<file path="config.mk">
export PLATFORM = sky130hd
export DESIGN_NAME = inst_encoder_flat
export DESIGN_NICKNAME = d
export VERILOG_FILES = /design/src/rtl/inst_encoder_if.sv /design/src/rtl/inst_encoder.sv /design/src/flat_wrapper.sv
export SDC_FILE = /design/constraint.sdc
export NUM_CORES = 1
export LEC_CHECK = 0
export CAP_MARGIN = 5
export CORE_MARGIN = 2
export CORE_UTILIZATION = 50
export DETAILED_ROUTE_END_ITERATION = 10
export PLACE_DENSITY = 0.81
export SLEW_MARGIN = 40
export SYNTH_ARGS = -nofsm -noshare
export SYNTH_HDL_FRONTEND = slang
export SYNTH_SLANG_ARGS = --single-unit
</file>
<file path="constraint.sdc">
create_clock -name clk -period 7.87 [get_ports clk]
set_clock_uncertainty 0.2 [all_clocks]
set_input_delay 0.787 -clock clk [delete_from_list [all_inputs] [get_ports clk]]
set_output_delay 0.787 -clock clk [all_outputs]
set_load 0.005 [all_outputs]
</file>
<file path="src/rtl/inst_encoder_if.sv">
// Field-set input and encoded-word output bus of the instruction encoder.
// master drives the field sets and consumes words; slave is the encoder.
interface inst_encoder_if;
    logic        in_valid;
    logic        in_ready;
    logic [1:0]  fmt;
    logic [5:0]  opcode;
    logic [5:0]  func;
    logic [4:0]  rsa;
    logic [4:0]  rta;
    logic [4:0]  wta;
    logic [4:0]  shift;
    logic [31:0] imm;
    logic        out_valid;
    logic        out_ready;
    logic [31:0] inst;
    logic [31:0] addr;

    modport master (
        output in_valid, fmt, opcode, func, rsa, rta, wta, shift, imm, out_ready,
        input  in_ready, out_valid, inst, addr
    );

    modport slave (
        input  in_valid, fmt, opcode, func, rsa, rta, wta, shift, imm, out_ready,
        output in_ready, out_valid, inst, addr
    );
endinterface

</file>
<file path="src/rtl/inst_encoder.sv">
// Packs decoded fields into MIPS R/I/J words, rejects out-of-range immediates
// and targets, and queues legal words in a FIFO tagged with sequential addresses.
module inst_encoder #(
    parameter int          DEPTH     = 4,
    parameter logic [31:0] BASE_ADDR = 32'h0000_0000
) (
    input  logic                   clk,
    input  logic                   rst,
    inst_encoder_if.slave          bus,
    output logic [$clog2(DEPTH):0] count,
    output logic                   err,
    output logic [1:0]             err_code,
    output logic [7:0]             err_cnt
);

    localparam int          PW         = $clog2(DEPTH);
    localparam logic [PW:0] FULL_COUNT = (PW + 1)'(DEPTH);

    localparam logic [1:0] FMT_R = 2'd0;
    localparam logic [1:0] FMT_I = 2'd1;
    localparam logic [1:0] FMT_J = 2'd2;

    localparam logic [1:0] ERR_IMM     = 2'd1;
    localparam logic [1:0] ERR_TARGET  = 2'd2;
    localparam logic [1:0] ERR_ILLEGAL = 2'd3;

    logic [31:0]   mem [DEPTH];
    logic [PW-1:0] wr_ptr;
    logic [PW-1:0] rd_ptr;
    logic [31:0]   addr_q;

    logic [31:0] enc_word;
    logic        enc_legal;
    logic [1:0]  enc_code;

    logic accept;
    logic push;
    logic pop;
    logic reject;

    // An I immediate fits in 16 bits only when bits 31:15 are pure sign copies.
    always_comb begin
        enc_word  = 32'h0;
        enc_legal = 1'b0;
        enc_code  = ERR_ILLEGAL;
        case (bus.fmt)
            FMT_R: begin
                enc_word  = {bus.opcode, bus.rsa, bus.rta, bus.wta, bus.shift, bus.func};
                enc_legal = 1'b1;
            end
            FMT_I: begin
                enc_word  = {bus.opcode, bus.rsa, bus.rta, bus.imm[15:0]};
                enc_legal = (bus.imm[31:15] == '0) || (bus.imm[31:15] == '1);
                enc_code  = ERR_IMM;
            end
            FMT_J: begin
                enc_word  = {bus.opcode, bus.imm[27:2]};
                enc_legal = (bus.imm[1:0] == 2'b00) && (bus.imm[31:28] == 4'h0);
                enc_code  = ERR_TARGET;
            end
            default: begin
                enc_legal = 1'b0;
                enc_code  = ERR_ILLEGAL;
            end
        endcase
    end

    assign bus.in_ready  = (count != FULL_COUNT);
    assign bus.out_valid = (count != '0);
    assign bus.inst      = bus.out_valid ? mem[rd_ptr] : 32'h0;
    assign bus.addr      = addr_q;

    assign accept = bus.in_valid & bus.in_ready;
    assign push   = accept & enc_legal;
    assign reject = accept & ~enc_legal;
    assign pop    = bus.out_valid & bus.out_ready;

    always_ff @(posedge clk) begin
        if (push) begin
            mem[wr_ptr] <= enc_word;
        end
    end

    // count alone tells full from empty, so the pointers may wrap freely.
    always_ff @(posedge clk) begin
        if (rst) begin
            wr_ptr   <= '0;
            rd_ptr   <= '0;
            count    <= '0;
            addr_q   <= BASE_ADDR;
            err      <= 1'b0;
            err_code <= 2'd0;
            err_cnt  <= 8'd0;
        end else begin
            if (push) begin
                wr_ptr <= wr_ptr + PW'(1);
            end
            if (pop) begin
                rd_ptr <= rd_ptr + PW'(1);
                addr_q <= addr_q + 32'd4;
            end
            case ({push, pop})
                2'b10:   count <= count + (PW + 1)'(1);
                2'b01:   count <= count - (PW + 1)'(1);
                default: count <= count;
            endcase
            if (reject) begin
                err      <= 1'b1;
                err_code <= enc_code;
                if (err_cnt != 8'hFF) begin
                    err_cnt <= err_cnt + 8'd1;
                end
            end
        end
    end

endmodule

</file>
<file path="src/flat_wrapper.sv">
// flat-port wrapper written by rule: the top's interface ports become plain ports
module inst_encoder_flat 
#(
    parameter int          DEPTH     = 4,
    parameter logic [31:0] BASE_ADDR = 32'h0000_0000
)
  (clk, rst, count, err, err_code, err_cnt, bus_in_valid, bus_fmt, bus_opcode, bus_func, bus_rsa, bus_rta, bus_wta, bus_shift, bus_imm, bus_out_ready, bus_in_ready, bus_out_valid, bus_inst, bus_addr);
  inst_encoder_if bus_i ();
  input  logic clk;
  input  logic rst;
  output logic [$clog2(DEPTH):0] count;
  output logic err;
  output logic [1:0] err_code;
  output logic [7:0] err_cnt;
  input wire logic [$bits(bus_i.in_valid)-1:0] bus_in_valid;
  input wire logic [$bits(bus_i.fmt)-1:0] bus_fmt;
  input wire logic [$bits(bus_i.opcode)-1:0] bus_opcode;
  input wire logic [$bits(bus_i.func)-1:0] bus_func;
  input wire logic [$bits(bus_i.rsa)-1:0] bus_rsa;
  input wire logic [$bits(bus_i.rta)-1:0] bus_rta;
  input wire logic [$bits(bus_i.wta)-1:0] bus_wta;
  input wire logic [$bits(bus_i.shift)-1:0] bus_shift;
  input wire logic [$bits(bus_i.imm)-1:0] bus_imm;
  input wire logic [$bits(bus_i.out_ready)-1:0] bus_out_ready;
  output wire logic [$bits(bus_i.in_ready)-1:0] bus_in_ready;
  output wire logic [$bits(bus_i.out_valid)-1:0] bus_out_valid;
  output wire logic [$bits(bus_i.inst)-1:0] bus_inst;
  output wire logic [$bits(bus_i.addr)-1:0] bus_addr;
  assign bus_i.in_valid = bus_in_valid;
  assign bus_i.fmt = bus_fmt;
  assign bus_i.opcode = bus_opcode;
  assign bus_i.func = bus_func;
  assign bus_i.rsa = bus_rsa;
  assign bus_i.rta = bus_rta;
  assign bus_i.wta = bus_wta;
  assign bus_i.shift = bus_shift;
  assign bus_i.imm = bus_imm;
  assign bus_i.out_ready = bus_out_ready;
  assign bus_in_ready = bus_i.in_ready;
  assign bus_out_valid = bus_i.out_valid;
  assign bus_inst = bus_i.inst;
  assign bus_addr = bus_i.addr;
  inst_encoder #(.DEPTH(DEPTH), .BASE_ADDR(BASE_ADDR)) u_core (.clk(clk), .rst(rst), .bus(bus_i), .count(count), .err(err), .err_code(err_code), .err_cnt(err_cnt));
endmodule
</file>
==> metrics, run 1 <==
status completed; initial antenna violation count 0; CP cell instances clkdlybuf4s50_1, inv_1, a41oi_4, a211oi_4, inv_1, ha_1, inv_1, fa_1, xor2_1, or3_1, a21oi_1; Ports 150; cells after synthesis 581; number of vias per cell 5.504; Yosys reg bits 178; # DRC 0; fin. max-slew vios 0; drt wl/cell 19.05 microns; H-tree depth 4; row cnt 45; port bufs 147; Worst Path Required 8.02 ns; Slew HR 42.73%; CTS Buf Count 17; hold_ws 0.2868 ns; Post-CTS Resized 0; leak pwr 0.003303 uW; Post-CTS Setup Bufs 0; largest cells by area after synthesis edfxtp_1 49%, dfxtp_1 13%, mux4_2 9.2%; maximum number of pins on one net before global-route repair 52; worst skew pair latency 0.43 ns; vias in the first global route 5407; post-layout min period 3.737 ns; setup_tns 0 ns; final worst setup slack 4.133 ns; Worst Path Max Fanout 20; starting DRC count in detailed routing 363; vias 5207; diodes inserted 0; drt total wl 18020 microns; final setup vio count 0; unrepaired setup endpoints after global routing false; cell mode on critical path inv_1; sequential fraction of the synthesis area 61.65%; cell at the slowest stage of the critical path clkdlybuf4s50_1; switching share of total power 26.17%; async set-reset flop share out of synthesis 0%; register area 4846 sq um; clock share of power 32.6%; Routed Antenna Nets 0; ys flop type edfxtp_1; CP Buf/Inv Count 4; first-pass GRT wire length 28510 microns; P_int 1762 uW; Max Buffers Root-to-Sink 2; Sink Count 178; global-route usage over all layers 22.45%; combinational power share 23.3%; CP Capture Type flop; NetSw 624.4 uW; EDFF count, synth 128; Max Freq 267.6 MHz; Clock transition at path regs 0.07 ns; area leader, netlist edfxtp_1; Seq pwr share 44.1%; Final Hold Vio Count 0; worst slew pin tran 0.8581 ns; CTS tree built; DR pass1 iterations 4; Crit path largest cell delay 0.99 ns; Detailed Place HPWL 11990 microns; Ys Warns 0; cell family with most CP delay buffers and inverters; pwr/cell area 237.5 nW/um^2; Post-Syn Area 7859 sq um; share of cells above drive strength 1 12.93%; die area 16740 sq um; CP Class in2reg; final net count 800; Max-Cap Viols 0; post-route clock period utilization 47.48%; Avg Cell Area, Syn 13.53 sq um; maximum VDD drop 0.1609 mV; Min-Delay Path Class reg2reg; # fillers 1063; Yosys cell types 51; area of the multi-input gates 2798 sq um; startpoint types input port; Synth top area share 48.91%; CP arrival 3.88 ns; dpl ws 3.727 ns; post-layout util 65.85%; Area growth syn-to-layout 27.86%; Initial Util 51.50%; final estimated routing congestion in global placement 0.7727; root buffer cell clkbuf_16; Die W 129.4 microns; Die Span Y 129.4 microns; hold_buf cts 0; grt ovf 0; core area 15260 sq um
-- worst paths after layout --
| kind | from | end | slack [ns] | depth (start not counted) |
|---|---|---|---|---|
| setup / recovery | bus_fmt[0] | u_core.count[2] | 4.13 | 11 |
| hold / removal | u_core.err_code[1] | u_core.err_code[1] | 0.29 | 2 |
| setup reg to reg | u_core.count[0] | u_core.count[2] | 5.13 | 11 |
| hold reg to reg | u_core.err_code[1] | u_core.err_code[1] | 0.29 | 2 |
-- final cells by class --
class	count	area share, %
repair buffers	151	14.94
well taps	211	2.627
clock buffers	17	4.234
multi-input cells	350	27.84
clock inverters	15	1.233
flip-flops and latches	178	48.23
inverters	24	0.8965
-- placed cells by master (no fill, tap or decap), types with 2 or more instances in the layout --
master and instances:
clkinv_1 2, a21oi_1 17, mux4_2 32, and2_1 39, mux2i_1 18, edfxtp_1 128, clkdlybuf4s50_1 147, clkinvlp_4 2
inv_8 2, nor3_1 5, o31ai_1 4, and2_4 4, clkbuf_16 17, conb_1 2, nand3_1 13, o21ai_0 34
or3_1 12, clkinv_4 4, dfxtp_1 49, ha_1 7, xor2_1 9, inv_6 5, o21ai_1 4, and3_1 4
nand2_1 43, nor3_2 7, nor2_1 38, nor4_2 2, xnor2_1 18, nand4_1 9, or4_1 4, or4_4 2
buf_4 4, nor4_1 2, inv_1 23
-- flip-flops by register name, indices dropped and copies added (netlist names), named ones only --
signal and flops:
u_core.mem 128, u_core.bus.addr 30, u_core.err_cnt 8, u_core.count 3, u_core.err_code 2, u_core.rd_ptr 2
u_core.wr_ptr 2, u_core.err 1
-- stage by stage --
stage	area [sq um]	power, uW	cells
floorplan	7863	1359	582
global placement	9488	1615	914
detailed placement	9492	1632	914
CTS	10040	2403	946
global route	10050	2482	946
finish	10050	2386	946
-- cell families (layout without fill, tap and decap cells) --
| logic type | Yosys count | after routing | synth area share (%) |
|---|---|---|---|
| compound gates | 68 | 68 | 5.541 |
| xor+xnor | 27 | 27 | 3.009 |
| buf+inv | 54 | 207 | 2.945 |
| flops | 178 | 178 | 61.65 |
| other cells | 1 | 2 | 0.04772 |
| mux | 52 | 52 | 11.80 |
| simple gates | 193 | 193 | 13.64 |
| fa+ha+maj | 8 | 8 | 1.369 |
-- per-layer routing --
layer,share of wire (%),track usage (%)
met1,40,27.61
met3,7.0,6.482
met5,0,0
met4,1.9,6.905
met2,51,38.64
-- synth_stat cells, types with 2 or more instances --
cell	number
mux4_2	32
nor2b_1	2
xor2_1	9
dfxtp_1	50
buf_2	8
nand4_1	9
and3_1	4
nand2_1	43
buf_1	4
edfxtp_1	128
a21oi_1	17
nor4_2	2
xnor2_1	18
nor4_1	2
o31ai_1	4
o21ai_1	4
or3_1	13
clkbuf_1	14
or4_1	4
buf_4	3
ha_1	7
nor2_1	39
nand3_1	13
or4_4	2
and2_1	39
mux2i_1	18
o21ai_0	34
nor3_1	5
and2_2	4
inv_1	23
nor3_2	7
-- power groups by stage --
stage | Sequential (uW) | Combinational [uW] | Clock, uW
finish | 1050 | 556 | 778
global route | 1060 | 602 | 826
CTS | 1050 | 563 | 788
detailed placement | 1070 | 560 | 0
global placement | 1070 | 545 | 0
floorplan | 1070 | 291 | 0
-- worst register-to-register path, cell delays in order (launching register included) --
cell and delay (ns):
dfxtp_1 0.45, inv_2 0.08, nand3_1 0.14, nand2_2 0.19
a211oi_4 0.46, inv_1 0.09, ha_1 0.22, inv_1 0.08
fa_1 0.18, xor2_1 0.08, or3_1 0.33, a21oi_1 0.18
Power figures use the tool's default switching activity.
==> run 2, diff against run 1 <==
==> constraint.sdc (replaced) <==
create_clock -name clk -period 3.8 [get_ports clk]
set_clock_uncertainty 0.2 [all_clocks]
set_input_delay 0.38 -clock clk [delete_from_list [all_inputs] [get_ports clk]]
set_output_delay 0.38 -clock clk [all_outputs]
set_load 0.005 [all_outputs]
==> metrics, run 2 (synthesis gave the netlist of run 1 again) <==
status completed (unchanged); die area 16740 sq um (unchanged); Top reg by flops u_core.mem (unchanged); setup_tns 0 ns (unchanged); worst skew pair latency 0.42 ns (was 0.43 ns); cell family with most CP delay buffers and inverters (unchanged); Ports 150 (unchanged); drt wl/cell 19.28 microns (was 19.05 microns); diodes inserted 0 (unchanged); CP cell instances buf_4, mux4_2, and2_1, clkdlybuf4s50_1 (was clkdlybuf4s50_1, inv_1, a41oi_4, a211oi_4, inv_1, ha_1, inv_1, fa_1, xor2_1, or3_1, a21oi_1); starting DRC count in detailed routing 437 (was 363); CP Buf/Inv Count 2 (was 4); Die W 129.4 microns (unchanged); fin. max-slew vios 0 (unchanged); H-tree depth 4 (unchanged); drt total wl 18430 microns (was 18020 microns); post-route clock period utilization 81.25%; CP Class reg2out (was in2reg); Detailed Place HPWL 12540 microns (was 11990 microns); Placed Cells 924 (was 914); maximum VDD drop 0.3930 mV (was 0.1609 mV); number of vias per cell 5.592 (was 5.504); first-pass GRT wire length 28530 microns (was 28510 microns); grt ovf 0 (unchanged); most frequent cells in the layout 147 x clkdlybuf4s50_1, 128 x edfxtp_1, 49 x dfxtp_1 (unchanged); leak pwr 0.003365 uW (was 0.003303 uW); hold_buf cts 0 (unchanged); Min-Delay Path Class reg2reg (unchanged); worst slew pin tran 0.6386 ns (was 0.8581 ns); Routed Antenna Nets 0 (unchanged); final setup vio count 0 (unchanged); pwr/cell area 491.8 nW/um^2 (was 237.5 nW/um^2); maximum number of pins on one net before global-route repair 52 (unchanged); Slew HR 57.43% (was 42.73%); Initial Util 51.50% (unchanged); core area 15260 sq um (unchanged); CTS tree built (unchanged); CP Capture Type output pin (was flop); post-layout min period 3.087 ns; final estimated routing congestion in global placement 0.8330 (was 0.7727); vias 5346 (was 5207); Worst Path Required 3.22 ns (was 8.02 ns); Max-Cap Viols 0 (unchanged); final instance area 10170 sq um (was 10050 sq um); commonest non-fill, non-tap cell in the layout clkdlybuf4s50_1 (unchanged); max reg flops 128 (unchanged); DR pass1 iterations 6 (was 4); Post-CTS Setup Bufs 0 (unchanged); Worst Path Max Fanout 32 (was 20); Final Hold Vio Count 0 (unchanged); cell at the slowest stage of the critical path mux4_2 (was clkdlybuf4s50_1); Area growth syn-to-layout 29.45% (was 27.86%); Crit path largest cell delay 0.59 ns (was 0.99 ns); Sink Count 178 (unchanged); share of cells above drive strength 1 13.69% (was 12.93%); unrepaired setup endpoints after global routing false (unchanged); port bufs 147 (unchanged); non-filler instance count after layout 956 (was 946); CP arrival 2.51 ns (was 3.88 ns); initial antenna violation count 0 (unchanged); Post-CTS Resized 0 (unchanged); Clock transition at path regs 0.06 ns (was 0.07 ns); # DRC 0 (unchanged); startpoint types flop (was input port); global-route usage over all layers 22.81% (was 22.45%); Max Buffers Root-to-Sink 2 (unchanged); vias in the first global route 5363 (was 5407); final net count 810 (was 800); CTS Buf Count 17 (unchanged); total power 5003 uW (was 2386 uW); root buffer cell clkbuf_16 (unchanged); placed cell areas 9613 sq um (was 9492 sq um); Die Span Y 129.4 microns (unchanged); Max Freq 323.9 MHz; row cnt 45 (unchanged)
-- run 2: cell count changes in the layout (fill, tap and decap cells not counted), moves of 2 or more --
cell	delta
and2_2	+4
and2_4	-4
inv_8	-2
buf_4	+6
buf_12	+4
-- run 2: where the power goes --
part	internal [uW]	leakage (uW)	switching, uW
clock network	912	0.000266	744
logic	667	0.00153	501
registers	2140	0.00157	38.7
total	3720	0.00337	1280
-- run 2: final timing paths --
path	startpoint	endpoint	slack [ns]	cells past startpoint
worst min register to register	u_core.err	u_core.err	0.28	1
worst min-delay path	u_core.err	u_core.err	0.28	1
worst max register to register	u_core.count[2]	u_core.count[2]	1.19	10
worst max-delay path	flop	bus_inst[1]	0.71	4
-- run 2: area by class of cell --
cell class	instances	area (sq um)
sequential	178	4846
clock buffer	18	429.2
timing repair buffer	161	1627
clock inverter	14	131.4
inverter	24	90.09
multi-input combinational	350	2786
fill	1073	5085
tap	211	264.0
-- run 2: worst register-to-register path: cells and delay by family, from the launching register on --
family          cells  cell delay, ns
buf+inv             2            0.16
xor+xnor            1            0.17
simple gates        3            0.74
fa+ha+maj           2            0.60
flops               1            0.46
compound gates      2            0.22
-- run 2: stage by stage --
stage	util (%)	worst slack (ns)	hold WS [ns]
final	66.67	0.7126	0.2789
after detailed placement	63.00	0.3296	0.2743
after CTS	66.67	0.6283	0.2850
after global routing	66.67	0.5514	0.3186
after floorplan	-	0.9899	0.2707
after global placement	63.00	0.4397	0.2595
-- run 2: metal layers --
metal  track usage (%)  up-vias  part of all wire [%]
met5                 0        -                     0
met4             8.951        0                   2.3
met3             6.193       33                   8.3
met2             37.99      265                    49
met1             28.59     2606                    40
li1                  -     2442                     -
==> run 3, diff against run 2 <==
==> constraint.sdc (replaced) <==
create_clock -name clk -period 3.1 [get_ports clk]
set_clock_uncertainty 0.2 [all_clocks]
set_input_delay 0.31 -clock clk [delete_from_list [all_inputs] [get_ports clk]]
set_output_delay 0.31 -clock clk [all_outputs]
set_load 0.005 [all_outputs]
==> metrics, run 3 (synthesis gave the netlist of run 1 again) <==
row cnt 45 (unchanged); pwr/cell area 607.5 nW/um^2 (was 491.8 nW/um^2); most frequent cells in the layout 147 x clkdlybuf4s50_1, 128 x edfxtp_1, 49 x dfxtp_1 (unchanged); number of vias per cell 5.507 (was 5.592); leak pwr 0.003455 uW (was 0.003365 uW); maximum number of pins on one net before global-route repair 42 (was 52); root buffer cell clkbuf_16 (unchanged); H-tree depth 4 (unchanged); vias in the first global route 5508 (was 5363); status completed (unchanged); CP Capture Type flop (was output pin); CTS tree built (unchanged); r2r setup slk 0.60 ns (was 1.19 ns); fin. max-slew vios 0 (unchanged); drt total wl 18660 microns (was 18430 microns); Placed Cells 939 (was 924); diodes inserted 0 (unchanged); worst slew pin tran 0.5691 ns (was 0.6386 ns); Die W 129.4 microns (unchanged); Min-Delay Path Class reg2reg (unchanged); Post-CTS Setup Bufs 0 (unchanged); # DRC 0 (unchanged); CTS Buf Count 17 (unchanged); unrepaired setup endpoints after global routing false (unchanged); Slew HR 61.66% (was 57.43%); WHS Endpoint u_core.err (unchanged); worst flop-to-flop path endpoint u_core.count[2] (unchanged); post-route clock period utilization 91.84%; Worst Path Max Fanout 2 (was 32); initial antenna violation count 0 (unchanged); grt ovf 0 (unchanged); port bufs 147 (unchanged); total power 6277 uW (was 5003 uW); non-filler instance count after layout 971 (was 956); hold path startpoint u_core.err (unchanged); Die Span Y 129.4 microns (unchanged); R2R depth 10 (unchanged); drt wl/cell 19.22 microns (was 19.28 microns); share of cells above drive strength 1 15.26% (was 13.69%); origin of the critical flop-to-flop path u_core.count[2] (unchanged); CP Class in2reg (was reg2out); final estimated routing congestion in global placement 0.7871 (was 0.8330); Worst Path Required 3.25 ns (was 3.22 ns); DR pass1 iterations 5 (was 6); hold_buf cts 0 (unchanged); post-layout min period 2.847 ns; Max-Cap Viols 0 (unchanged); CP arrival 3.00 ns (was 2.51 ns); final setup vio count 0 (unchanged); Sink Count 178 (unchanged); setup_tns 0 ns (unchanged); commonest non-fill, non-tap cell in the layout clkdlybuf4s50_1 (unchanged); starting DRC count in detailed routing 372 (was 437); Clock transition at path regs 0.07 ns (was 0.06 ns); maximum VDD drop 0.4167 mV (was 0.3930 mV); die area 16740 sq um (unchanged); Initial Util 51.50% (unchanged); Ports 150 (unchanged); Final Hold Vio Count 0 (unchanged); Hold Path Depth 1 (unchanged); global-route usage over all layers 23.29% (was 22.81%); Detailed Place HPWL 12920 microns (was 12540 microns); final net count 825 (was 810); Top reg by flops u_core.mem (unchanged); hold_ws 0.2837 ns (was 0.2789 ns); max reg flops 128 (unchanged); Max Buffers Root-to-Sink 2 (unchanged); post-layout util 67.72% (was 66.67%); first-pass GRT wire length 29290 microns (was 28530 microns); vias 5347 (was 5346); Routed Antenna Nets 0 (unchanged); startpoint types input port (was flop); Post-CTS Resized 0 (unchanged); worst skew pair latency 0.42 ns (about the same); Area growth syn-to-layout 31.48% (was 29.45%); Max Freq 351.3 MHz; core area 15260 sq um (unchanged)
run 3: metal layers:
layer | share of wire, % | GRT usage [%] | vias up | routed length (microns)
met3 | 6.6 | 5.285 | 33 | 1225
met1 | 41 | 29.33 | 2621 | 7559
met5 | 0 | 0 | - | 0
met4 | 2.1 | 9.015 | 0 | 384
met2 | 51 | 39.47 | 221 | 9489
li1 | - | - | 2472 | -
run 3: how the worst max path moves through the flow:
stage	start	endpoint
2_1_floorplan	bus_imm[28]	u_core.count[2]
3_3_place_gp	bus_imm[15]	u_core.count[2]
3_5_place_dp	bus_imm[16]	u_core.count[2]
4_1_cts	u_core.count[2]	bus_inst[11]
5_1_grt	bus_imm[15]	u_core.count[2]
6_report	bus_imm[16]	u_core.count[2]
run 3: cell type report:
type | instances | area (sq um)
clock buffer | 20 | 436.7
clock inverter | 12 | 156.4
fill | 1033 | 4926
inverter | 24 | 90.09
multi-input combinational | 350 | 2788
sequential | 178 | 4846
tap | 211 | 264.0
timing repair buffer | 176 | 1752
run 3: metrics by stage:
stage | worst slack (ns) | cell area (sq um)
after floorplan | 0.3599 | 7863
after global placement | -0.06953 | 9738
after detailed placement | -0.1671 | 9739
after CTS | 0.2354 | 10330
after global routing | 0.09373 | 10330
final | 0.2531 | 10330
run 3: critical path, stage by stage:
cell and delay (ns):
clkdlybuf4s50_1 0.47, or4_4 0.57, nor3_4 0.16, nand4b_4 0.15, a211oi_4 0.28, inv_1 0.09
ha_1 0.20, inv_1 0.07, fa_1 0.17, xor2_1 0.08, or3_1 0.32, a21oi_1 0.14
run 3: power by group:
group | switching [uW] | total, uW | internal [uW] | leakage (uW)
Combinational | 609 | 1450 | 841 | 0.00160
Clock | 879 | 2150 | 1270 | 0.000279
Sequential | 50.5 | 2680 | 2630 | 0.00157
Total | 1540 | 6280 | 4740 | 0.00346
